$ cat config.mk
export PLATFORM = sky130hd
export DESIGN_NAME = rolha_stock_ctrl
export DESIGN_NICKNAME = d
export VERILOG_FILES = /design/src/rtl/rolha_stock_ctrl_pkg.sv /design/src/rtl/rolha_stock_ctrl_detector_borda.sv /design/src/rtl/rolha_stock_ctrl.sv
export SDC_FILE = /design/constraint.sdc
export NUM_CORES = 1
export LEC_CHECK = 0
export ABC_AREA = 1
export ABC_CLOCK_PERIOD_IN_PS = 2000
export CORE_MARGIN = 3
export CORE_UTILIZATION = 48
export DETAILED_ROUTE_END_ITERATION = 10
export GPL_TIMING_DRIVEN = 0
export PLACE_DENSITY = 0.83
export SLEW_MARGIN = 20
export SYNTH_ARGS = -nofsm -noshare
export SYNTH_HDL_FRONTEND = slang
export SYNTH_HIERARCHICAL = 1
export SYNTH_SLANG_ARGS = --single-unit
$ cat constraint.sdc
create_clock -name clk -period 2 [get_ports clk]
set_input_delay 0.4 -clock clk [delete_from_list [all_inputs] [get_ports clk]]
set_output_delay 0.4 -clock clk [all_outputs]
set_load 0.005 [all_outputs]
$ cat src/rtl/rolha_stock_ctrl_pkg.sv
// Shared definitions for the cork stock controller of the bottling line:
// stock counter width, default capacity/threshold/drop timing, FSM states.
package rolha_stock_ctrl_pkg;

    // Stock counter width (covers 0..15 corks).
    localparam int CNT_W = 4;

    // Default cork capacity of the feeder magazine.
    localparam int MAX_ROLHAS_DEF = 15;

    // Default low-stock threshold driving rolha5.
    localparam int LIMIAR_DEF = 5;

    // Default number of cycles the release actuator is held per cork.
    localparam int DROP_CYCLES_DEF = 4;

    // Dispense sequencer states.
    typedef enum logic [1:0] {
        IDLE     = 2'd0,
        DROP     = 2'd1,
        WAIT_REL = 2'd2
    } state_t;

endpackage : rolha_stock_ctrl_pkg

$ cat src/rtl/rolha_stock_ctrl_detector_borda.sv
// Rising-edge detector: registers the previous value of sinal and flags
// the cycle where sinal is 1 while its registered copy is still 0.
module detector_borda (
    input  logic clk,
    input  logic reset,
    input  logic sinal,
    output logic borda
);

    logic sinal_q;

    // Previous-value register; cleared by reset so a level held high
    // through reset is seen as an edge on the first cycle afterwards.
    always_ff @(posedge clk) begin
        // NOTE: sequential state uses non-blocking (<=) so every register
        // samples pre-edge values regardless of block ordering.
        if (reset) begin
            sinal_q <= 1'b0;
        end else begin
            sinal_q <= sinal;
        end
    end

    assign borda = sinal & ~sinal_q;

endmodule : detector_borda

$ cat src/rtl/rolha_stock_ctrl.sv
// Cork stock controller: keeps the cork count, drives the release actuator
// for a fixed number of cycles per dispensed cork and flags stock status.
module rolha_stock_ctrl
    import rolha_stock_ctrl_pkg::*;
#(
    parameter int MAX_ROLHAS  = MAX_ROLHAS_DEF,
    parameter int LIMIAR      = LIMIAR_DEF,
    parameter int DROP_CYCLES = DROP_CYCLES_DEF
) (
    input  logic             clk,
    input  logic             reset,
    input  logic             disp,
    input  logic             add_rolha,
    output logic             rolha5,
    output logic             cheio,
    output logic             vazio,
    output logic [CNT_W-1:0] count,
    output logic             drop,
    output logic             erro_cheio
);

    localparam int                TMR_W    = $clog2(DROP_CYCLES + 1);
    localparam logic [CNT_W-1:0] MAX_C    = CNT_W'(MAX_ROLHAS);
    localparam logic [CNT_W-1:0] LIM_C    = CNT_W'(LIMIAR);
    localparam logic [TMR_W-1:0] TMR_LOAD = TMR_W'(DROP_CYCLES);
    localparam logic [TMR_W-1:0] TMR_LAST = TMR_W'(1);

    logic             disp_edge;
    logic             add_edge;
    logic             dec_ok;
    logic             inc_ok;
    logic             add_full;
    state_t           state;
    state_t           state_next;
    logic [TMR_W-1:0] timer;

    detector_borda u_borda_disp (
        .clk   (clk),
        .reset (reset),
        .sinal (disp),
        .borda (disp_edge)
    );

    detector_borda u_borda_add (
        .clk   (clk),
        .reset (reset),
        .sinal (add_rolha),
        .borda (add_edge)
    );

    // Accept/reject decisions for this cycle's edges; an add at full stock
    // is still accepted when a cork leaves in the same cycle.
    always_comb begin
        dec_ok   = (state == IDLE) && disp_edge && (count != '0);
        inc_ok   = add_edge && ((count < MAX_C) || dec_ok);
        add_full = add_edge && (count >= MAX_C) && !dec_ok;
    end

    // FSM state register.
    always_ff @(posedge clk) begin
        if (reset) begin
            state <= IDLE;
        end else begin
            state <= state_next;
        end
    end

    // FSM next-state logic.
    always_comb begin
        // NOTE: default assignment first so no path leaves state_next
        // unassigned, which would otherwise infer a latch.
        state_next = state;
        case (state)
            IDLE:     if (dec_ok)           state_next = DROP;
            DROP:     if (timer <= TMR_LAST) state_next = WAIT_REL;
            WAIT_REL: if (!disp)            state_next = IDLE;
            default:                        state_next = IDLE;
        endcase
    end

    // FSM outputs: the actuator is driven for the whole DROP state.
    always_comb begin
        drop = (state == DROP);
    end

    // Drop timer: loaded when a cork is released, counts down in DROP.
    always_ff @(posedge clk) begin
        if (reset) begin
            timer <= '0;
        end else if (dec_ok) begin
            timer <= TMR_LOAD;
        end else if ((state == DROP) && (timer != '0)) begin
            timer <= timer - TMR_LAST;
        end
    end

    // Stock counter and registered full-rejection pulse.
    always_ff @(posedge clk) begin
        if (reset) begin
            count      <= '0;
            erro_cheio <= 1'b0;
        end else begin
            count      <= count + CNT_W'(inc_ok) - CNT_W'(dec_ok);
            erro_cheio <= add_full;
        end
    end

    // Status decodes of the registered count.
    always_comb begin
        rolha5 = (count >= LIM_C);
        cheio  = (count == MAX_C);
        vazio  = (count == '0);
    end

endmodule : rolha_stock_ctrl

==> metrics.yaml, run 1 <==
status:
  result_of_the_run: "finished clean"
synthesis:
  synthFlopType: "dfxtp_1"
  synth-edff-count: 0
  synth.most_common_cell: "inv_1"
  yosys-top-cells-area: "dfxtp_1 (36%), ha_1 (17%), inv_1 (9.5%)"
  syn-cell-area_um2: 669
  syn_avg_cell_area_um2: 7.69
  synth_common_cells: "inv_1 (17), dfxtp_1 (12), nand2_1 (12)"
  yosys_warnings: 6
  synth_seq_area_share_pct: 35.9
  synth-async-reset-ratio_pct: 0
  synth_seq_cells: 12
  yosysTopAreaCell: "dfxtp_1"
  synthesis.nets: 101
  postSynthCellCount: 87
  synth.lib_cells_used.distinct: 18
  post_synth_top_area_share_pct: 35.9
setup_path:
  setup.worst_path.class: "register to output port"
  critical_path_end_type: "output port"
  reg2reg_to: "count[2]"
  worst-endpoint-required_ns: 1.60
  setup.worst_path.start_class: "register"
  worstPathArrival_ns: 1.53
  regToRegStartpoint: "count[3]"
  worstRegToRegCells: 10
  reg2reg_setup_slack_ns: 0.13
  crit_path_max_fanout: 7
cts:
  worstSkewPairLatency_ns: 0.26
  cts-root-buf: "clkbuf_4"
  cts_sinks: 12
  clock_pin_slew_on_the_worst_setup_and_hold_paths_ns: 0.07
  max-clock-path-buffers: 2
  cts_htree_levels: 1
  tritoncts.num_buffers: 3
  ctsHoldBuffers: 0
  tritoncts: "done"
sta:
  setup-violations-final: 0
  postLayoutSetupSlackWorst_ns: 0.0709
  final.setup_skew_ns: 0.000593
  fmax_mhz: 518
  slew_headroom_pct: 79.6
  hold_violations: 0
  tightestPinTransition_ns: 0.305
  post-route-min-period_ns: 1.93
  min_period_over_period_pct: 96.5
  report.final.slew_viol_count: 0
final_layout:
  area.sequential_um2: 241
  stdcell_area_um2: 876
  post_route_cells_drive_above_1_share_pct: 16.3
  fillers: 92
  antennaDiodeCount: 0
  layout.nets: 120
  multi_input_comb_area_um2: 389
  synth_to_final_area_change_pct: 30.8
  stdcell_count: 118
  fin_util_pct: 72.9
placement:
  detailedPlacementHpwl_um: 938
  place_congestion: 0.759
  dpl_worst_slack_ns: -0.289
  portBuffers: 12
  cell_count_after_placement: 113
  placed_instance_area_um2: 807
grt:
  grt_pass1_wl_um: 2050
  globalRoute.totalOverflow: 0
  vias_in_the_first_global_route: 507
  grt_max_degree: 9
  global_route.usage.total_pct: 14.2
  antenna_found_initial: 0
detailed_routing:
  routed_wire_length_per_instance_um: 11.3
  routed_wl_um: 1340
  drt_iter0_drc: 24
  detailedRoute.firstPassIterationCount: 4
  drt.antenna.violating_nets: 0
  dr_vias_cell: 5.02
  drc: 0
  via_count: 592
run:
  cap_viol_max_count: 0
worst_hold_path:
  min_to: "u_borda_disp/sinal_q"
  worst_hold_path_type: "primary input to register"
  whs_path_depth: 3
  min_from: "disp"
floorplan:
  floorplan.initialDensity_pct: 55.7
  die_area_um2: 1880
  ioPinCount: 13
  die_w_um: 43.3
  total_core_area_um2: 1200
  die_extent_in_y_um: 43.3
  rows: 12
pwr:
  maximum_vdd_ir_drop_v: 0.000625
  static_power_due_to_leakage_uw: 0.000420
  power_density_nw_per_um2: 1210
[worst max path at each step]
stage / end / cells after the start / slack [ns] / from
floorplan: count[2] / 10 / 0.25 / count[2]
global placement: count[2] / 10 / -0.29 / disp
detailed placement: count[2] / 10 / -0.29 / disp
CTS: count[2] / 10 / 0.05 / disp
global route: cheio / 3 / -0.01 / count[1]
finish: cheio / 3 / 0.07 / count[1]
[metal layers]
layer  GRT usage, %  vias to the layer above  share of wire [%]
met5              0                        -                  0
met4           5.42                        0               0.75
met2           23.0                       17                 47
li1               -                      306                  -
met1           18.9                      267                 48
met3           2.49                        2                4.8
[worst max-delay path, stage by stage, from the launching register on]
cell and delay (ns):
dfxtp_1 0.50, nand3_1 0.18, inv_1 0.09, clkdlybuf4s50_1 0.50
[layout make-up]
| cell class | count | area share [%] |
|---|---|---|
| Sequential cell | 12 | 27.6 |
| Multi-Input combinational cell | 57 | 44.4 |
| Clock buffer | 3 | 2.57 |
| Timing Repair Buffer | 14 | 15.7 |
| Inverter | 18 | 7.71 |
| Tap cell | 14 | 2.00 |
[sequential cells by signal, summed over array words and instances, names as in the netlist]
signal                cells
u_borda_add/sinal_q       1
state                     2
u_borda_disp/sinal_q      1
count                     4
erro_cheio                1
timer                     3
[stage by stage]
stage                     setup TNS [ns]  total power (uW)  hold slack (ns)
final                                  0              1060            0.424
after global routing             -0.0156              1140            0.449
after CTS                              0              1010            0.511
after detailed placement          -0.503               843            0.495
after global placement            -0.495               823            0.485
after floorplan                        0               644            0.467
[kinds of logic after synthesis]
logic type / synth area share (%)
adder cells (fa/ha/maj): 19.8
flip-flops: 35.9
XOR/XNOR: 1.31
AO/OA/AOI/OAI: 6.92
AND/OR/NAND/NOR: 26.0
buffers and inverters: 10.1
[layout by cell type (no fill, tap or decap), types with 2 or more instances in the layout]
| master | instances |
|---|---|
| nor2_1 | 9 |
| buf_4 | 2 |
| nand3_1 | 9 |
| dfxtp_1 | 11 |
| inv_2 | 2 |
| nand2_1 | 11 |
| ha_1 | 8 |
| inv_1 | 16 |
| clkbuf_4 | 3 |
| clkdlybuf4s50_1 | 11 |
| nor2_4 | 2 |
| nand4_1 | 2 |
| nand2_2 | 2 |
| a21oi_1 | 5 |
[power by group]
| part | switching (uW) | total [uW] | internal (uW) | leakage (uW) |
|---|---|---|---|---|
| Combinational | 280 | 560 | 280 | 0.000307 |
| Clock | 77.1 | 147 | 69.5 | 0.0000138 |
| Sequential | 59.7 | 353 | 293 | 0.0000989 |
| Total | 417 | 1060 | 643 | 0.000420 |
[repair_timing]
action,CTS,global route
gates cloned,0,0
pin swaps,1,4
setup endpoints to repair,1,2
gates resized for setup,0,10
setup buffers,1,1
No activity file was read; power rests on OpenSTA's default activity.
==> inputs of run 2 (changes only) <==
CAP_MARGIN = 20   (was not set)
GPL_ROUTABILITY_DRIVEN = 0   (was not set)
SETUP_SLACK_MARGIN = 0.3   (was not set)
==> run 2 against run 1 <==
Compared with the run above: core utilization rose by 6.5 points; setup slack improved by 0.13 ns; die area did not move; final area rose by 8.9%; clock skew rose by 0.0032 ns; sequential power rose by 5.9%.
==> metrics.yaml, run 2 (synthesized netlist as in run 1, its figures left out) <==
status:
  result_of_the_run: "finished clean"
worst_hold_path:
  worst_hold_path_type: "register to register"
placement:
  dpl_worst_slack_ns: -0.243
  placed_instance_area_um2: 810
  detailedPlacementHpwl_um: 954
  cell_count_after_placement: 113
  portBuffers: 12
detailed_routing:
  detailedRoute.firstPassIterationCount: 5
  via_count: 635
  routed_wire_length_per_instance_um: 12.8
  routed_wl_um: 1580
  drt_iter0_drc: 7
  drt.antenna.violating_nets: 0
  drc: 0
  dr_vias_cell: 5.12
setup_path:
  setup.worst_path.start_class: "register"
  setup.worst_path.class: "register to register"
  worstPathArrival_ns: 1.96
  worst-endpoint-required_ns: 2.15
  worst_path_largest_cell_delay_ns: 0.36
  critical_path_end_type: "register"
  crit_path_max_fanout: 3
  cpMaxStageDelayCell: "dfxtp_2"
  path_cells: "inv_4 -> ha_4 -> nand2_4 -> nand4_1 -> nand2_1 -> ha_2 -> inv_2 -> fa_2 -> xor2_1 -> nor2_1"
sta:
  report.final.slew_viol_count: 0
  fmax_mhz: 555
  totalNegativeSetupSlack_ns: 0
  final.setup_skew_ns: 0.00382
  postLayoutSetupSlackWorst_ns: 0.199
  tightestPinTransition_ns: 0.364
  post-route-min-period_ns: 1.80
  rsz0062_at_grt: "true"
  setup-violations-final: 0
  min_period_over_period_pct: 90.1
  hold_violations: 0
  slew_headroom_pct: 75.7
  final.hold.worst_slack_ns: 0.491
final_layout:
  layout.nets: 125
  most-common-layout-cells: "inv_1 (13), nand2_1 (11), nor2_1 (8), nand3_1 (8), dfxtp_1 (8)"
  stdcell_count: 124
  layout_top_registers: "count (4), timer (3), state (2)"
  post_route_cells_drive_above_1_share_pct: 29.1
  synth_to_final_area_change_pct: 42.4
  layout_commonest_cell: "inv_1"
  stdcell_area_um2: 953
  antennaDiodeCount: 0
  max_flop_register: "count"
  flip_flop_count_of_the_largest_register_all_copies_and_words_added: 4
pwr:
  maximum_vdd_ir_drop_v: 0.000706
  power_density_nw_per_um2: 1230
  static_power_due_to_leakage_uw: 0.000467
grt:
  global_route.usage.total_pct: 19.2
  vias_in_the_first_global_route: 618
  antenna_found_initial: 0
  grt_pass1_wl_um: 2640
  grt_max_degree: 9
  globalRoute.totalOverflow: 0
cts:
  tritoncts.num_buffers: 3
  cts_htree_levels: 1
  max-clock-path-buffers: 2
  cts_sinks: 12
  worstSkewPairLatency_ns: 0.28
  clock_pin_slew_on_the_worst_setup_and_hold_paths_ns: 0.07
  ctsHoldBuffers: 0
  tritoncts: "done"
  cts-root-buf: "clkbuf_4"
floorplan:
  total_core_area_um2: 1200
  die_area_um2: 1880
  ioPinCount: 13
  rows: 12
  floorplan.initialDensity_pct: 55.7
  die_extent_in_y_um: 43.3
  die_w_um: 43.3
run:
  cap_viol_max_count: 0
run 2: cell type report:
cell class,count,area [um2]
repair buffers,19,170
well taps,14,17.5
inverters,18,72.6
flip-flops and latches,12,248
fillers,82,248
multi-input cells,57,409
clock buffers,4,36.3
run 2: timing repair:
action,4_1_cts,5_1_grt
resized for setup,18,10
setup buffers,6,1
pin swaps,9,6
endpoints found under the setup margin,7,7
run 2: power breakdown:
group | leakage, uW | internal, uW | switching (uW)
clock | 0.0000210 | 111 | 85.5
combinational | 0.000346 | 303 | 304
sequential | 0.000100 | 301 | 73.3
total | 0.000467 | 715 | 463
run 2: path summary, 6_finish.rpt:
path | startpoint | endpoint | slack (ns) | cells after the start
worst min register to register | timer[1] | timer[1] | 0.49 | 2
worst max-delay path | count[3] | count[2] | 0.20 | 10
worst max register to register | count[3] | count[2] | 0.20 | 10
worst min-delay path | timer[1] | timer[1] | 0.49 | 2
run 2: metal layers:
layer / track usage, % / wire (um) / up-vias
li1: - / - / 319
met1: 21.6 / 660 / 301
met2: 31.9 / 839 / 13
met3: 7.88 / 72 / 2
met4: 7.83 / 9 / 0
met5: 0 / 0 / -
run 2: worst max-delay path: cells and delay by family (launching register included):
| kind | cells | cell delay, ns |
|---|---|---|
| xor gates and xnor gates | 1 | 0.17 |
| DFF | 1 | 0.36 |
| adders and majority gates | 3 | 0.68 |
| buffers and inverters | 2 | 0.09 |
| and+or+nand+nor | 4 | 0.38 |
run 2: metrics by stage:
step / power [uW] / util [%]
2_1_floorplan: 647 / -
3_3_place_gp: 827 / 67.4
3_5_place_dp: 844 / 67.4
4_1_cts: 1090 / 76.0
5_1_grt: 1280 / 79.4
6_report: 1180 / 79.4
